### src/rtl/mux16_scan_ctrl.sv
`default_nettype none
// ============================================================================
// Module  : mux16_scan_ctrl
// Brief   : Scan sequencer for a 16:1 strobed mux; builds a 16-bit snapshot.
// Revision: 1.0 - initial release
// ============================================================================
module mux16_scan_ctrl #(
    parameter int SETTLE_CYCLES = 2
) (
    input  logic        clk,
    input  logic        rst,
    input  logic        start,
    input  logic        continuous,
    input  logic [15:0] ch_enable,
    input  logic        mux_out,
    output logic [3:0]  mux_sel,
    output logic        mux_strobe,
    output logic [15:0] scan_data,
    output logic        data_valid,
    output logic        busy
);

    typedef enum logic [2:0] {
        IDLE   = 3'd0,
        SELECT = 3'd1,
        SETTLE = 3'd2,
        SAMPLE = 3'd3,
        DONE   = 3'd4
    } state_t;

    localparam logic [3:0] SETTLE_LOAD = 4'(SETTLE_CYCLES - 1);

    state_t      state, state_nxt;
    logic [3:0]  sel_nxt;
    logic [15:0] mask, mask_nxt;
    logic [15:0] shadow, shadow_nxt;
    logic [15:0] scan_nxt;
    logic [3:0]  cnt, cnt_nxt;
    logic        dv_nxt;
    logic [4:0]  first_en;
    logic [4:0]  next_en;

    // Returns {found, index} of the lowest set bit.
    function automatic logic [4:0] first_set(input logic [15:0] v);
        first_set = 5'd0;
        for (int i = 15; i >= 0; i--) begin
            if (v[i]) first_set = {1'b1, 4'(i)};
        end
    endfunction

    assign first_en   = first_set(ch_enable);
    // Only channels strictly above the current one; shift-out at 15 leaves none.
    assign next_en    = first_set(mask & ~((16'd2 << mux_sel) - 16'd1));
    assign mux_strobe = !((state == SETTLE) || (state == SAMPLE));
    assign busy       = (state != IDLE);

    always_comb begin
        state_nxt  = state;
        sel_nxt    = mux_sel;
        mask_nxt   = mask;
        shadow_nxt = shadow;
        scan_nxt   = scan_data;
        cnt_nxt    = cnt;
        dv_nxt     = 1'b0;
        case (state)
            IDLE, DONE: begin
                if ((state == IDLE && start) || (state == DONE && continuous)) begin
                    mask_nxt   = ch_enable;
                    shadow_nxt = 16'd0;
                    if (first_en[4]) begin
                        state_nxt = SELECT;
                        sel_nxt   = first_en[3:0];
                    end else begin
                        state_nxt = DONE;
                        scan_nxt  = 16'd0;
                        dv_nxt    = 1'b1;
                    end
                end else if (state == DONE) begin
                    state_nxt = IDLE;
                    sel_nxt   = 4'd0;
                end
            end
            SELECT: begin
                cnt_nxt   = SETTLE_LOAD;
                state_nxt = SETTLE;
            end
            SETTLE: begin
                if (cnt == 4'd0) state_nxt = SAMPLE;
                else             cnt_nxt   = cnt - 4'd1;
            end
            SAMPLE: begin
                shadow_nxt[mux_sel] = mux_out;
                if (next_en[4]) begin
                    state_nxt = SELECT;
                    sel_nxt   = next_en[3:0];
                end else begin
                    // Publish together with the final sample so data and pulse align.
                    state_nxt = DONE;
                    scan_nxt  = shadow_nxt;
                    dv_nxt    = 1'b1;
                end
            end
            default: state_nxt = IDLE;
        endcase
    end

    always_ff @(posedge clk or posedge rst) begin
        if (rst) begin
            state      <= IDLE;
            mux_sel    <= 4'd0;
            mask       <= 16'd0;
            shadow     <= 16'd0;
            scan_data  <= 16'd0;
            cnt        <= 4'd0;
            data_valid <= 1'b0;
        end else begin
            state      <= state_nxt;
            mux_sel    <= sel_nxt;
            mask       <= mask_nxt;
            shadow     <= shadow_nxt;
            scan_data  <= scan_nxt;
            cnt        <= cnt_nxt;
            data_valid <= dv_nxt;
        end
    end

endmodule
`default_nettype wire

### config.mk
export PLATFORM = sky130hd
export DESIGN_NAME = mux16_scan_ctrl
export DESIGN_NICKNAME = d
export VERILOG_FILES = /design/src/rtl/mux16_scan_ctrl.sv
export SDC_FILE = /design/constraint.sdc
export NUM_CORES = 1
export LEC_CHECK = 0
export CORE_UTILIZATION = 49
export DETAILED_ROUTE_END_ITERATION = 7
export PLACE_DENSITY = 0.72
export SYNTH_ARGS = -nofsm -noshare
export SYNTH_HDL_FRONTEND = slang
export SYNTH_SLANG_ARGS = --single-unit
### constraint.sdc
create_clock -name clk -period 4.3 [get_ports clk]
set_clock_uncertainty 0.2 [all_clocks]
set_input_delay 0.43 -clock clk [delete_from_list [all_inputs] [get_ports clk]]
set_output_delay 0.43 -clock clk [all_outputs]
set_load 0.03 [all_outputs]
==> results.json <==
{
  "drive_gt1_share_pct": 13.02,
  "start_kind": "register",
  "n_antenna_cell": 0,
  "setup-tns-final_ns": 0,
  "top_usage_layer": "met2",
  "finalCoreUtilization_pct": 62.26,
  "grtUsageMet1_pct": 35.97,
  "grt_pass1_vias": 2881,
  "die_area_mm2": 0.007220,
  "grt_max_degree": 40,
  "fin_nets": 425,
  "peakVddDrop_mv": 0.4576,
  "grt_pass1_wl_um": 14180,
  "use_met2_pct": 37.83,
  "cts_tree": "yes",
  "h-tree-depth": 3,
  "area_delta_synth_final_pct": 19.88,
  "vias": 2885,
  "async_flop_share_pct": 100.0,
  "holdBufCountCts": 0,
  "dr.pass1.iters": 7,
  "final_cell_area_mm2": 0.004044,
  "synth-edff-count": 0,
  "synth_top_cell_area_share_pct": 43.77,
  "finalMaxSlewViolations": 0,
  "fp.dieW_um": 84.97,
  "cts.clk_slew.worst_paths_ns": 0.07,
  "crit_arrival_ns": 3.89,
  "yosysSeqAreaShare_pct": 43.77,
  "grt_util_all_layers_pct": 25.34,
  "synth_ff_type": "dfrtp_1",
  "start_util_pct": 51.94,
  "violations": "DRC",
  "critPathRequiredTime_ns": 4.33,
  "drc": 3,
  "worst_setup_path_end_kind": "register",
  "dpl-instance-area_mm2": 0.003851,
  "tightest_slew_ns": 0.7829,
  "yosys_warnings": 0,
  "die_h_um": 84.97,
  "drt-vias-per-instance": 5.961,
  "maxSlewHeadroom_pct": 47.73,
  "hp-class": "reg2reg",
  "whs_ns": 0.2771,
  "hold_viol": 0,
  "use_met3_pct": 5.545,
  "synth_largest_area_cell": "dfrtp_1",
  "post-cts-setup-buffer-count": 0,
  "synth_cells": 361,
  "post-route-period-util_pct": 89.77,
  "p_leak_nw": 1.732,
  "ff2ff_path_depth": 10,
  "seq_area_mm2": 0.001476,
  "synth_nets": 384,
  "syn_area_mm2": 0.003373,
  "overflow": 0,
  "min_path_cells": 1,
  "antenna_found_initial": 0,
  "fill_cells": 555,
  "wl_per_cell_um": 17.17,
  "drv_cap": 0,
  "criticalPathCategory": "reg2reg",
  "clk_path_buf_depth": 2,
  "powerDensity_mw_per_mm2": 652.3,
  "postRouteAntennaNets": 0,
  "clockRootBuffer": "clkbuf_8",
  "clock_sinks": 59,
  "cts_buffers": 9,
  "cts_resized": 0,
  "synth_seq_cells": 59,
  "ios": 44,
  "dp_hpwl_um": 5995,
  "multi_input_area_mm2": 0.001713,
  "std_cell_rows": 29,
  "path_max_fanout": 18,
  "r2r_setup_slack_ns": 0.44,
  "insertion_delay_ns": 0.35,
  "synth_area_leaders": "dfrtp_1 (44%), mux2i_1 (5.3%), mux2_2 (5.3%)",
  "wl_um": 8309,
  "setup_viol": 0,
  "syn_avg_cell_area_um2": 9.344,
  "outcome": "finished with violations",
  "io_buffers": 43,
  "period_minus_slack_ns": 3.860,
  "gp_congestion": 0.9096,
  "rsz0062_at_grt": "no",
  "max_clock_freq_mhz": 259.1,
  "ys_types": 53,
  "initialDrtViolationCount": 311,
  "core_mm2": 0.006495
}
## cells by family (layout without fill, tap and decap cells)
logic type | after synthesis | in the layout | synth area share, %
XOR/XNOR | 5 | 5 | 1.298
multiplexers | 34 | 34 | 10.68
flip-flops | 59 | 59 | 43.77
adder cells (fa/ha/maj) | 2 | 2 | 0.7417
AO/OA/AOI/OAI | 94 | 94 | 18.88
buffers and inverters | 39 | 85 | 5.601
AND/OR/NAND/NOR | 128 | 128 | 19.03
## cell usage after synthesis (3+ instances only)
cell	n
dfrtp_1	59
nand2_1	37
nor2_1	35
o21ai_0	24
a21oi_1	18
mux2i_1	18
inv_1	16
mux2_2	16
nor3_1	16
clkbuf_1	14
nand3_1	12
o2bb2ai_1	11
a21o_1	7
nand2b_1	7
o31ai_1	6
nor4_1	5
buf_2	4
a211oi_1	3
a31oi_1	3
buf_6	3
o22ai_1	3
xor2_1	3
## registers in the layout, summed over array words and instances (netlist names)
register	flops
shadow	16
cnt	4
mask	15
scan_data	16
mux_sel	4
state	3
data_valid	1
## cells in the final DEF, fill, tap and decap left out, drive strengths merged, types with 4 or more instances in the layout
| master | instances |
|---|---|
| a21o | 7 |
| a21oi | 19 |
| buf | 10 |
| clkbuf | 9 |
| clkdlybuf4s50 | 43 |
| clkinv | 4 |
| dfrtp | 59 |
| inv | 16 |
| mux2 | 16 |
| mux2i | 18 |
| nand2 | 37 |
| nand2b | 7 |
| nand3 | 12 |
| nor2 | 35 |
| nor3 | 16 |
| nor4 | 5 |
| o21ai | 24 |
| o2bb2ai | 11 |
| o31ai | 6 |
## metrics by stage
stage          total power [W]  std cells  worst slack [ns]
2_1_floorplan         0.001802        361            0.3514
3_3_place_gp          0.002119        468            0.6507
3_5_place_dp          0.002137        468            0.4596
4_1_cts               0.002643        484            0.4346
5_1_grt               0.002821        484            0.1634
6_report              0.002638        484            0.4399
## cell type report
class | count | share of cell area [%]
well taps | 77 | 2.382
repair buffers | 53 | 12.50
clock inverters | 7 | 1.702
inverters | 16 | 1.485
clock buffers | 9 | 3.063
multi-input cells | 263 | 42.36
flip-flops and latches | 59 | 36.51
## power by group
part           leakage [nW]  internal [W]  switching [W]
Clock                0.0950      0.000265       0.000239
Sequential            0.778      0.000687       0.000125
Combinational         0.859      0.000531       0.000790
Total                  1.73       0.00148        0.00115
## critical path, stage by stage (launching register included)
cell and delay (ns):
dfrtp_1 0.44, nor4_1 0.44, inv_1 0.15, ha_1 0.37
nor3_1 0.27, mux2i_1 0.13, o221ai_1 0.29, and3_1 0.30
nand4_4 0.21, a221o_1 0.66, a21o_1 0.27
## final timing paths
kind,to,start
worst min-delay path,scan_data[9],scan_data[9]
worst max register to register,scan_data[11],mux_sel[1]
worst min register to register,scan_data[9],scan_data[9]
min in group asynchronous,scan_data[4],rst
max in group asynchronous,state[0],rst
worst max-delay path,scan_data[11],mux_sel[1]
## routing by layer
layer | wire length (um) | share of wire [%]
met5 | 0 | 0
met3 | 400 | 4.8
met4 | 138 | 1.7
met2 | 3799 | 46
met1 | 3970 | 48
No activity file was read; power rests on OpenSTA's default activity.
